**src/rtl/mac_row_ms.sv**
```systemverilog
// mac_row_ms: one row of the systolic array, col MAC tiles chained west-to-east.
// Weight-stationary mode holds one weight per tile and adds a product to the
// north psum. Output-stationary mode keeps a running accumulator per tile and
// returns it on drain. Activations and instructions advance one tile per cycle.
module mac_row_ms #(
   parameter int bw      = 4,
   parameter int psum_bw = 16,
   parameter int col     = 8
) (
   input  logic                   clk,
   input  logic                   reset,
   input  logic                   mode,
   input  logic [bw-1:0]          in_w,
   input  logic [2:0]             inst_w,
   input  logic [psum_bw*col-1:0] in_n,
   output logic [psum_bw*col-1:0] out_s,
   output logic [col-1:0]         valid
);

   // Signed bw x bw product, sign-extended to the psum width (psum_bw > 2*bw).
   function automatic logic signed [psum_bw-1:0] mul_ext(input logic signed [bw-1:0] a,
                                                         input logic signed [bw-1:0] w);
      logic signed [2*bw-1:0] p;
      p = (2*bw)'(a) * (2*bw)'(w);
      return {{(psum_bw-2*bw){p[2*bw-1]}}, p};
   endfunction

   // Accumulation wraps modulo 2^psum_bw; there is deliberately no saturation.
   function automatic logic [psum_bw-1:0] add_wrap(input logic [psum_bw-1:0] x,
                                                   input logic [psum_bw-1:0] y);
      return x + y;
   endfunction

   logic mode_q;
   logic mode_chg;

   assign mode_chg = (mode != mode_q);

   // Registered mode; a difference from the live pin marks a mode-change edge.
   always_ff @(posedge clk) begin
      if (reset) mode_q <= 1'b0;
      else       mode_q <= mode;
   end

   for (genvar c = 0; c < col; c++) begin : g_tile
      logic [bw-1:0]                a_in;
      logic [2:0]                   inst_in;
      logic [psum_bw-1:0]           n_in;
      logic signed [bw-1:0]         w_q;
      logic                         loaded;
      logic [psum_bw-1:0]           acc;
      logic [psum_bw-1:0]           out_q;
      logic                         vld_q;
      logic                         ld, ex, dr;
      logic signed [bw-1:0]         w_sel;
      logic signed [psum_bw-1:0]    prod;

      if (c == 0) begin : g_src
         assign a_in    = in_w;
         assign inst_in = inst_w;
      end else begin : g_src
         assign a_in    = g_tile[c-1].g_fwd.a_q;
         assign inst_in = g_tile[c-1].g_fwd.inst_q;
      end

      assign n_in = in_n[c*psum_bw +: psum_bw];
      assign ld   = inst_in[0];
      assign ex   = inst_in[1];
      assign dr   = inst_in[2];

      // Weight comes from the stationary register in WS, from the north bus in OS.
      always_comb begin
         w_sel = w_q;
         if (mode_q) w_sel = $signed(n_in[bw-1:0]);
         prod = mul_ext($signed(a_in), w_sel);
      end

      // Tile state: weight capture, WS psum add, OS accumulate and drain.
      always_ff @(posedge clk) begin
         if (reset) begin
            w_q    <= '0;
            loaded <= 1'b0;
            acc    <= '0;
            out_q  <= '0;
            vld_q  <= 1'b0;
         end else if (mode_chg) begin
            loaded <= 1'b0;
            acc    <= '0;
            vld_q  <= 1'b0;
         end else begin
            vld_q <= 1'b0;
            if (!mode_q) begin
               if (ld && !loaded) begin
                  w_q    <= a_in;
                  loaded <= 1'b1;
               end
               if (ex && loaded) begin
                  out_q <= add_wrap(n_in, prod);
                  vld_q <= 1'b1;
               end
               if (dr) loaded <= 1'b0;
            end else begin
               if (dr) begin
                  out_q <= acc;
                  vld_q <= 1'b1;
                  acc   <= ex ? prod : '0;
               end else if (ex) begin
                  acc <= add_wrap(acc, prod);
               end
            end
         end
      end

      assign out_s[c*psum_bw +: psum_bw] = out_q;
      assign valid[c]                    = vld_q;

      if (c < col-1) begin : g_fwd
         logic [bw-1:0] a_q;
         logic [2:0]    inst_q;

         // Eastward stage; a WS load consumed here is not passed on.
         always_ff @(posedge clk) begin
            if (reset) a_q <= '0;
            else       a_q <= a_in;
            if (reset || mode_chg)  inst_q <= '0;
            else if (mode_q)        inst_q <= inst_in;
            else                    inst_q <= {inst_in[2:1], inst_in[0] & loaded};
         end
      end
   end

endmodule

```
**config.mk**
```make
export PLATFORM = sky130hd
export DESIGN_NAME = mac_row_ms
export DESIGN_NICKNAME = d
export VERILOG_FILES = /design/src/rtl/mac_row_ms.sv
export SDC_FILE = /design/constraint.sdc
export NUM_CORES = 2
export LEC_CHECK = 0
export CORE_MARGIN = 4
export CORE_UTILIZATION = 40
export CTS_CLUSTER_SIZE = 24
export DETAILED_ROUTE_END_ITERATION = 8
export PLACE_DENSITY = 0.63
export SLEW_MARGIN = 0
export SYNTH_ARGS = -nofsm -noshare
export SYNTH_HDL_FRONTEND = slang
export SYNTH_SLANG_ARGS = --single-unit
```
**constraint.sdc**
```tcl
create_clock -name clk -period 11.6 [get_ports clk]
set_input_delay 3.48 -clock clk [delete_from_list [all_inputs] [get_ports clk]]
set_output_delay 3.48 -clock clk [all_outputs]
set_load 0.03 [all_outputs]
```
Word-level counts from Yosys, hierarchy flattened
Cells that the tools add are included.
- equality and inequality tests: 9
- $add $sub $neg: 16
- bitwise gates (word level): 9
- multiply operators: 8
- muxes and demuxes: 103
- reduce and logical (&&, ||, !) cells: 82
- operators with widths (cell ; number):
    16-bit 2-to-1 mux ; 48
    16-bit adder ; 16
    4-bit by 4-bit multiplier with 8-bit output ; 8
    3-bit AND reduction ; 16
    2-bit nonzero test ; 24
    1-bit 2-to-1 mux ; 47
    4-bit 2-to-1 mux ; 8
    2-bit AND reduction ; 16
    1-bit logical AND ; 16
    2-bit by 1-bit != test with 1-bit output, second input constant ; 7
    1-bit logical NOT ; 8
    1-bit AND ; 7
    2-bit != test, second input constant ; 1
    1-bit NOT ; 2
    2-bit OR reduction ; 1
    1-bit logical OR ; 1
    1-bit != test ; 1
- register bits after elaboration: 354
- bits of input ports: 138
- output and inout bits: 136

Logic depth before layout (Yosys ltp)
Gate-level depths: netlist (run 1).
- depth after elaboration: 5
- depth in mapped cells: 27
- gate-level depth less buffers: 22

Worst setup path before layout (run 1)
OpenSTA, ideal clock, no wires.
- path kind: input port to flip-flop
- start point: in in_n[51]
- end point: reg g_tile[3].acc[13]
- data required time: 11.521 ns
- setup slack: 2.838 ns
- arrival time: 8.683 ns
- setup time: 0.079 ns
- stages on the path: 20
- cell sequence: mux2i_1 or2_2 fa_1 fa_1 fa_1 inv_1 ha_1 fa_1 a21o_1 a21oi_1 xnor2_2 inv_1 ha_1 nand2_1 or4_4 nand3b_1 a21o_1 a31oi_1 or4_1 o211ai_1
- longest elaborated chain between the ends: 5
- elaborated cells on any way between the ends: 6
- ends and longest elaborated chain (item ; RTL line ; RTL):
    start: declaration ; 15 ; input logic [psum_bw*col-1:0] in_n,
    4-bit 2-to-1 mux (*) ; 74 ; if (mode_q) w_sel = $signed(n_in[bw-1:0]);
    4-bit by 4-bit multiplier with 8-bit output (*) ; 24 ; p = (2*bw)'(a) * (2*bw)'(w);
    16-bit adder ; 31 ; return x + y;
    16-bit 2-to-1 mux ; 107 ; end else if (ex) begin
    16-bit 2-to-1 mux (*) ; 103 ; if (dr) begin
    end signal: assignment ; 106 ; acc <= ex ? prod : '0;
    end signal: assignment ; 108 ; acc <= add_wrap(acc, prod);
    end: declaration ; 51 ; logic [psum_bw-1:0] acc;
Mark *: on every way between the ends. The rest lies on a longest branch, timed or not. The select of a mux whose other input is x is not followed.
A chain may end at the register's enable or synchronous reset.

Worst setup path in the final report (run 1)
- start point: in in_n[67]
- end point: reg g_tile[4].out_q[15]
- longest elaborated chain between the ends: 5
- ends and longest elaborated chain (item ; RTL line ; RTL):
    4-bit 2-to-1 mux ; 74 ;
    4-bit by 4-bit multiplier with 8-bit output ; 24 ;
    16-bit adder (*) ; 31 ;
    16-bit 2-to-1 mux (*) ; 97 ; if (ex && loaded) begin
    16-bit 2-to-1 mux (*) ; 92 ; if (!mode_q) begin
    end signal: assignment ; 98 ; out_q <= add_wrap(n_in, prod);
    end: declaration ; 52 ; logic [psum_bw-1:0] out_q;
Marks and branches as above.

==> results of run 1 <==
through the flow:
stage	total power (W)	utilization [%]	instance area, sq um	std cells	setup WS (ps)
after floorplan	0.00180	-	29600	3538	2840
after global placement	0.00201	45.3	33100	4638	1760
after detailed placement	0.00202	45.3	33100	4638	1650
after CTS	0.00353	47.4	34600	4721	2260
after global routing	0.00366	47.4	34600	4721	1800
final	0.00348	47.4	34600	4727	2220
worst register-to-register path, stage by stage (launching register included):
cell	delay [ps]
dfxtp_4	720
buf_4	740
mux2i_1	330
or2_2	360
fa_1	510
fa_1	440
fa_1	510
inv_1	40
ha_1	210
fa_1	460
a21o_1	170
a21oi_1	140
xnor3_1	500
inv_1	580
ha_1	320
nand2_1	80
a2111oi_0	550
nor3_1	170
o31ai_1	340
mux2i_1	220
a21o_1	120
synthesized netlist by cell type, types with 58 or more instances:
| cell type | instances | area share (%) |
|---|---|---|
| clkbuf_1 | 127 | 1.6 |
| a21oi_1 | 288 | 4.9 |
| nand2_1 | 261 | 3.3 |
| nor2b_1 | 99 | 2.1 |
| o21ai_0 | 283 | 4.8 |
| mux2i_1 | 128 | 4.3 |
| ha_1 | 353 | 15 |
| xnor2_1 | 154 | 4.6 |
| a21o_1 | 92 | 2.3 |
| fa_1 | 88 | 6.0 |
| a211oi_1 | 68 | 1.7 |
| dfxtp_1 | 354 | 24 |
| inv_1 | 112 | 1.4 |
| a31oi_1 | 58 | 1.2 |
| nor2_1 | 325 | 4.1 |
| xor2_1 | 73 | 2.2 |
| nand3_1 | 63 | 1.1 |
| nor3_1 | 78 | 1.3 |
power by group through the flow:
stage,combinational [W],sequential (W),clock [W]
after floorplan,0.000533,0.00127,0
after CTS,0.000750,0.00124,0.00153
after global placement,0.000741,0.00127,0
final,0.000750,0.00124,0.00149
after global routing,0.000838,0.00125,0.00157
after detailed placement,0.000745,0.00127,0
cell type report:
| cell class | count | area [sq um] |
|---|---|---|
| multi-input cells | 2911 | 21400 |
| flip-flops and latches | 354 | 7090 |
| fillers | 7200 | 38400 |
| clock buffers | 64 | 1320 |
| clock inverters | 19 | 231 |
| diodes | 6 | 15.0 |
| well taps | 959 | 1200 |
| inverters | 113 | 427 |
| repair buffers | 301 | 2940 |
path summary, 6_finish.rpt:
| check | end | depth (start not counted) | start | slack [ps] |
|---|---|---|---|---|
| setup / recovery | g_tile[4].out_q[15] | 20 | in_n[67] | 2220 |
| hold / removal | g_tile[5].out_q[2] | 2 | g_tile[5].out_q[2] | 460 |
| setup reg to reg | g_tile[4].out_q[15] | 20 | mode_q | 4040 |
| hold reg to reg | g_tile[5].out_q[2] | 2 | g_tile[5].out_q[2] | 460 |
layer usage:
| metal | vias to the layer above | wire [um] | track usage (%) |
|---|---|---|---|
| met3 | 116 | 4330 | 3.86 |
| met4 | 8 | 2080 | 5.43 |
| met5 | - | 58 | 0 |
| met1 | 12288 | 40700 | 29.2 |
| li1 | 13145 | - | - |
| met2 | 539 | 39800 | 36.2 |
cell families after synthesis:
family	count (synthesis)	share of synthesized area, %
adder cells (fa/ha/maj)	441	20.9
AO/OA/AOI/OAI	1044	22.1
AND/OR/NAND/NOR	1052	17.2
multiplexers	137	4.69
buffers and inverters	273	3.68
XOR/XNOR	237	7.41
flip-flops	354	24.0
state kept, by name, summed over array words and instances (netlist names):
| name | cells |
|---|---|
| mode_q | 1 |
| g_tile.vld_q | 8 |
| g_tile.loaded | 8 |
| g_tile.g_fwd.inst_q | 21 |
| g_tile.acc | 128 |
| g_tile.g_fwd.a_q | 28 |
| g_tile.w_q | 32 |
| g_tile.out_q | 128 |
==> out/summary.txt, run 1 <==
peak supply drop - 0.101 mV
Syn Inst Count - 3538
IO buf count - 273
Distinct cells, synth - 86
DRT antenna net count - 0
RSZ-0062 raised after global routing - no
CP startpoint kind - primary input
total grt overflow - 0
Slowest cell on crit path - inv_1
post-synthesis sequential area ratio - 24.0%
cell area after synthesis - 0.0296 sq mm
CTS buffer count - 46
fin crit share - 80.9%
# clock sinks - 354
cell-internal power - 0.00243 W
Post-CTS Setup Bufs - 0
post-DP HPWL - 64500 um
setup TNS - 0 ps
DRC viols - 0
Slew @ Worst Pin - 1080 ps
Crit path largest cell delay - 570 ps
sequential power share - 35.7%
Root Buffer - clkbuf_16
# rows - 99
sw frac - 30.2%
DIE AREA - 0.0783 sq mm
worst hold margin - 459 ps
Tot GR Track Use - 21.7%
CP Class - in2reg
critical path required time - 12130 ps
CTS tree - yes
Nets - 4306
max cap viols - 0
P_leak - 15.5 nW
Power Density - 101 mW/mm^2
clock-pin slew on the worst setup and hold paths - 60 ps
most frequent cells in the layout - ha_1, dfxtp_1, nor2_1, a21oi_1, o21ai_0
Top FF cell, synth - dfxtp_1
crit-path cells - clkdlybuf4s50_1, mux2i_1, or2_2, fa_1, fa_1, fa_1, inv_1, ha_1, fa_1, a21o_1, a21oi_1, xnor3_1, inv_1, ha_1, nand2_1, a2111oi_0, nor3_1, o31ai_1, mux2i_1, a21o_1
share of power burned in the clock network - 42.7%
final hold violation count - 0
max_slew headroom - 27.9%
die height - 280 um
power share of the combinational group - 21.5%
yosys warns - 0
initial antenna violation count - 15
first-pass GRT wire length - 139000 um
WL final - 87000 um
most used cell, CP - fa_1
Floorplan Core Area - 0.0731 sq mm
maximum fanout along the worst path - 21
flops & latches, synth - 354
Layout Skew - 12.8 ps
Max Freq - 0.107 GHz
Die X - 280 um
largest net degree at the start of global routing - 74
Post-synth EDFFs - 0
# hold bufs at CTS - 0
syn_area_per_cell - 8.36 sq um
Hold Crit Class - reg2reg
Layout area overhead - 17.2%
router iterations before antenna repair - 5
Wirelength per Cell - 18.4 um
Vias - 26096
share of flip-flops with an asynchronous set or reset - 0%
Buffers & Inverters on Critical Path - 3
Via-to-Cell Ratio - 5.52
Max Root-Sink Buffers - 3
Worst-Skew Late Latency - 590 ps
syn nets - 4117
GPL Wtd Cong - 0.860
fraction of layout cells with a size suffix above 1 - 5.08%
Ports - 274
delay-heaviest family, CP - adder cells
Crit. End Element - flop
final setup vio count - 0
number of H-tree levels - 2
fin crit period - 9380 ps
number of global-route vias before repair - 25647
Crit path arrival time - 9910 ps
status - complete, no violations
max-slew violations - 0
Post-CTS Resized - 0
initial DRC count - 1484
effective utilization at floorplan - 40.5%
NetSw - 0.00105 W
Note: power is estimated with default switching activity, not from simulation.
==> run 2: changes to the inputs <==
- PLACE_DENSITY: 0.63 -> 0.65
- clock period: 11.6 -> 8.4 ns (I/O delays scaled with it)
==> run 2 against run 1 <==
  * Global-route usage rose by 0.25 points
  * Count of clock-buffer cells in the layout fell by 8
  * Non-clock buffer count rose by 83
  * Clock skew rose by 10 ps
  * Sequential share of layout area fell by 0.47 points
  * Critical path depth rose by 3
  * Sequential power rose by 39%
  * Sequential cell count did not move
  * Largest power group unchanged
==> out/summary.txt, run 2 (synthesis gave the netlist of run 1 again) <==
post-DP HPWL - 66200 um
number of H-tree levels - 2
router iterations before antenna repair - 5
fin crit share - 94.5%
number of global-route vias before repair - 25774
Root Buffer - clkbuf_16
initial DRC count - 1679
maximum fanout along the worst path - 8
Floorplan Core Area - 0.0731 sq mm
final hold violation count - 0
Tot GR Track Use - 21.9%
Crit. End Element - flop
Hold Crit Class - reg2reg
die height - 280 um
GPL Wtd Cong - 0.890
largest net degree at the start of global routing - 76
Layout Skew - 23.2 ps
RSZ-0062 raised after global routing - no
Layout Cells excl Fill - 4811
Crit path arrival time - 8460 ps
WL final - 88400 um
Die X - 280 um
DIE AREA - 0.0783 sq mm
Slew @ Worst Pin - 1140 ps
Post-CTS Resized - 0
max-slew violations - 0
CTS tree - yes
Slowest cell on crit path - clkdlybuf4s50_1
Wirelength per Cell - 18.4 um
dpl cells - 4721
IO buf count - 273
CP startpoint kind - primary input
Regs by FF count - g_tile.acc: 128 flops, g_tile.out_q: 128 flops, g_tile.w_q: 32 flops
total grt overflow - 0
Layout area overhead - 19.9%
Buffers & Inverters on Critical Path - 4
max_slew headroom - 23.8%
# hold bufs at CTS - 0
initial antenna violation count - 9
Vias - 26670
Power Density - 144 mW/mm^2
P_leak - 16.0 nW
CP Class - in2reg
Worst-Skew Late Latency - 600 ps
DRC viols - 0
first-pass GRT wire length - 140000 um
Nets - 4389
status - complete, no violations
critical path required time - 8910 ps
Post-CTS Setup Bufs - 0
Via-to-Cell Ratio - 5.54
# clock sinks - 354
DRT antenna net count - 0
fraction of layout cells with a size suffix above 1 - 7.30%
max cap viols - 0
crit-path cells - clkdlybuf4s50_1, mux2i_1, or2_2, fa_1, fa_1, fa_1, inv_1, ha_1, fa_1, a21o_1, a21oi_1, xnor2_2, inv_2, buf_4, ha_1, a21o_1, a21o_1, nor3_1, nand3_1, a31oi_1, mux2i_1, nor2_1, a211oi_1
clock-pin slew on the worst setup and hold paths - 60 ps
final setup vio count - 0
CTS buffer count - 46
fin util - 48.5%
Crit path largest cell delay - 550 ps
Max Root-Sink Buffers - 3
peak supply drop - 0.134 mV
most used cell, CP - fa_1
Max Freq - 0.126 GHz
Ports - 274
fin crit period - 7940 ps
# rows - 99
delay-heaviest family, CP - adder cells
effective utilization at floorplan - 40.5%
most frequent cells in the layout - ha_1, dfxtp_1, nor2_1, a21oi_1, o21ai_0
run 2: cell types whose count changed in the layout (fill, tap and decap cells not counted), moves of 2 or more:
cell	delta
clkbuf_1	-4
clkbuf_8	-5
bufinv_16	+8
inv_6	-2
clkinv_2	+5
buf_4	+83
diode_2	-2
run 2: worst paths after layout:
check                                        start                 end  slack, ps  depth (start not counted)
worst max register to register              mode_q   g_tile[6].acc[15]       1710                         21
worst min-delay path            g_tile[6].out_q[2]  g_tile[6].out_q[2]        460                          2
worst min register to register  g_tile[6].out_q[2]  g_tile[6].out_q[2]        460                          2
worst max-delay path                      in_n[35]   g_tile[2].acc[15]        460                         23
run 2: routing by layer:
metal	global-route usage (%)	wire length [um]	vias to the layer above
li1	-	-	13329
met1	29.6	40600	12612
met2	36.4	40400	598
met3	4.15	5370	121
met4	5.37	1990	10
met5	0	62	-
run 2: final cells by class:
cell class	instances	area, sq um
repair buffers	384	3570
well taps	959	1200
multi-input cells	2911	21400
flip-flops and latches	354	7090
diodes	4	10.0
fillers	6998	37600
inverters	113	427
clock buffers	56	1260
clock inverters	30	483
run 2: per-stage QoR:
| stage | total power (W) | setup TNS [ps] | hold WS, ps | cell area, sq um | setup slack (ps) |
|---|---|---|---|---|---|
| 2_1_floorplan | 0.00249 | 0 | 427 | 29600 | 598 |
| 3_3_place_gp | 0.00281 | -57.3 | 440 | 33700 | -57.3 |
| 3_5_place_dp | 0.00282 | -347 | 449 | 33700 | -64.1 |
| 4_1_cts | 0.00515 | 0 | 458 | 35400 | 494 |
| 5_1_grt | 0.00534 | 0 | 475 | 35400 | 92.2 |
| 6_report | 0.00510 | 0 | 458 | 35500 | 458 |
run 2: where the power goes:
group / internal (W) / leakage [nW] / switching (W)
clock network: 0.00144 / 0.852 / 0.000863
registers: 0.00170 / 2.86 / 0.0000257
logic: 0.000464 / 12.2 / 0.000606
run 2: tightest hold or removal path, delay by kind of cell (launching register included):
family	cells	cell delay [ps]
compound gates	1	50
flops	1	310
simple gates	1	50
==> run 3: changes to the inputs <==
- CTS_CLUSTER_SIZE: 24 -> 10
==> run 3 against run 2 <==
  * Clock skew rose by 12 ps
  * Final cell count barely moved
  * Sequential share of layout area rose by 0.076 points
  * Clock power fell by 8%
  * Utilization fell by 0.18 points
  * Final area fell by 0.38%
  * Worst hold slack improved by 0.64 ps
  * Sequential cell count did not move
  * Combinational power barely moved
  * Count of clock-buffer cells in the layout rose by 19
  * Wire length fell by 0.27%
  * Global-route usage fell by 0.11 points
==> out/summary.txt, run 3 (synthesis gave the netlist of run 1 again) <==
max_slew headroom - 26.3%
Via-to-Cell Ratio - 5.55
# clock sinks - 354
Vias - 26672
Tot GR Track Use - 21.8%
Max Freq - 0.126 GHz
Hold Crit Class - reg2reg
Layout Skew - 35.5 ps
status - complete, no violations
Root Buffer - clkbuf_16
initial antenna violation count - 6
total grt overflow - 0
fraction of layout cells with a size suffix above 1 - 7.02%
DIE AREA - 0.0783 sq mm
final hold violation count - 0
initial DRC count - 1604
Nets - 4391
most frequent cells in the layout - ha_1, dfxtp_1, nor2_1, a21oi_1, o21ai_0
# rows - 99
number of H-tree levels - 2
RR Endpoint - g_tile[6].out_q[13]
post-DP HPWL - 66200 um
critical path required time - 8930 ps
largest net degree at the start of global routing - 76
Crit. End Element - flop
Ports - 274
delay-heaviest family, CP - adder cells
Worst-Skew Late Latency - 630 ps
crit-path cells - clkdlybuf4s50_1, mux2i_1, or2_2, fa_1, fa_1, fa_1, inv_1, ha_1, fa_1, a21o_1, a21oi_1, xnor2_2, inv_2, buf_4, ha_1, nor2_1, o21ai_0, a2111oi_0, a21oi_1, a31oi_1, buf_4, xnor2_1, nand2_1, a31oi_1
beginning of the worst hold path - g_tile[6].out_q[2]
CP startpoint kind - primary input
final setup vio count - 0
IO buf count - 273
CTS buffer count - 48
area of the multi-input gates - 0.0214 sq mm
peak supply drop - 0.126 mV
router iterations before antenna repair - 7
die height - 280 um
# fillers - 7013
WL final - 88200 um
CP Class - in2reg
P_leak - 15.9 nW
Buffers & Inverters on Critical Path - 5
Floorplan Core Area - 0.0731 sq mm
Power Density - 139 mW/mm^2
dpl cells - 4721
DRC viols - 0
Slowest cell on crit path - clkdlybuf4s50_1
number of global-route vias before repair - 25665
max cap viols - 0
Crit path largest cell delay - 560 ps
# hold bufs at CTS - 0
max-slew violations - 0
Max Root-Sink Buffers - 3
Wirelength per Cell - 18.3 um
Hold Crit Depth - 2
CTS tree - yes
first-pass GRT wire length - 140000 um
maximum fanout along the worst path - 8
hold endpoint - g_tile[6].out_q[2]
Layout Cells excl Fill - 4809
Reg2Reg Depth - 21
DRT antenna net count - 0
Layout area overhead - 19.5%
RSZ-0062 raised after global routing - no
effective utilization at floorplan - 40.5%
setup TNS - 0 ps
most used cell, CP - fa_1
Regs by FF count - g_tile.acc: 128 flops, g_tile.out_q: 128 flops, g_tile.w_q: 32 flops
Slew @ Worst Pin - 1100 ps
FF/Latch Area - 0.00709 sq mm
Post-CTS Setup Bufs - 0
Post-CTS Resized - 0
Die X - 280 um
clock-pin slew on the worst setup and hold paths - 60 ps
Crit path arrival time - 8440 ps
fin crit period - 7910 ps
fin crit share - 94.2%
GPL Wtd Cong - 0.890
Crit Reg-Reg Startpoint - mode_q
setup slack, reg-to-reg - 1670 ps
## run 3: cell types whose count changed in the layout (fill, tap and decap cells not counted), moves of 3 or more
| cell | delta |
|---|---|
| bufinv_16 | -9 |
| clkinv_2 | -6 |
| clkbuf_16 | +3 |
| clkbuf_8 | +6 |
| clkbuf_1 | +10 |
| clkinvlp_4 | -4 |
## run 3: report_power, final
group          internal [W]  total, W  switching [W]
sequential          0.00170   0.00172      0.0000258
clock               0.00128   0.00212       0.000842
combinational      0.000464   0.00107       0.000605
## run 3: layer usage
layer | vias up | GRT usage, % | wire length, um
met1 | 12627 | 29.8 | 41100
li1 | 13322 | - | -
met4 | 8 | 5.04 | 1860
met3 | 113 | 4.01 | 5060
met2 | 602 | 36.0 | 40100
met5 | - | 0 | 48
## run 3: how the worst max path moves through the flow
| stage | from | endpoint | slack (ps) | depth (start not counted) |
|---|---|---|---|---|
| finish | in_n[35] | g_tile[2].out_q[13] | 490 | 24 |
| global route | in_n[67] | g_tile[4].out_q[15] | 160 | 20 |
| CTS | in_n[67] | g_tile[4].out_q[15] | 550 | 20 |
| detailed placement | in_n[51] | g_tile[3].acc[13] | -60 | 21 |
| global placement | in_n[81] | g_tile[5].out_q[15] | -60 | 20 |
| floorplan | in_n[51] | g_tile[3].acc[13] | 600 | 20 |
## run 3: per-stage QoR
stage               power (W)  area (sq um)  util (%)  worst slack, ps  hold slack, ps
CTS                   0.00497         35300      48.3              551             457
global route          0.00515         35300      48.3              165             475
global placement      0.00281         33700      46.1            -57.3             440
finish                0.00491         35300      48.3              489             459
detailed placement    0.00282         33700      46.1            -64.1             449
floorplan             0.00249         29600         -              598             427
## run 3: worst register-to-register path, cell delays in order (launching register included)
cell	delay (ps)
dfxtp_4	970
buf_4	420
mux2i_1	430
nand2b_1	190
fa_1	450
fa_1	490
fa_1	510
inv_1	40
ha_1	200
fa_1	470
a21o_1	170
a21oi_1	140
buf_4	150
xnor2_4	130
buf_4	220
ha_1	240
or3_1	380
nor3_1	340
o31ai_1	170
xor2_1	160
nand2_1	70
a311oi_1	290
## run 3: area by class of cell
class                      count  share of cell area [%]
clock buffer                  75                    4.12
clock inverter                10                   0.439
inverter                     113                    1.21
antenna                        3                  0.0213
multi-input combinational   2911                    60.6
sequential                   354                    20.1
tap                          959                    3.40
timing repair buffer         384                    10.1
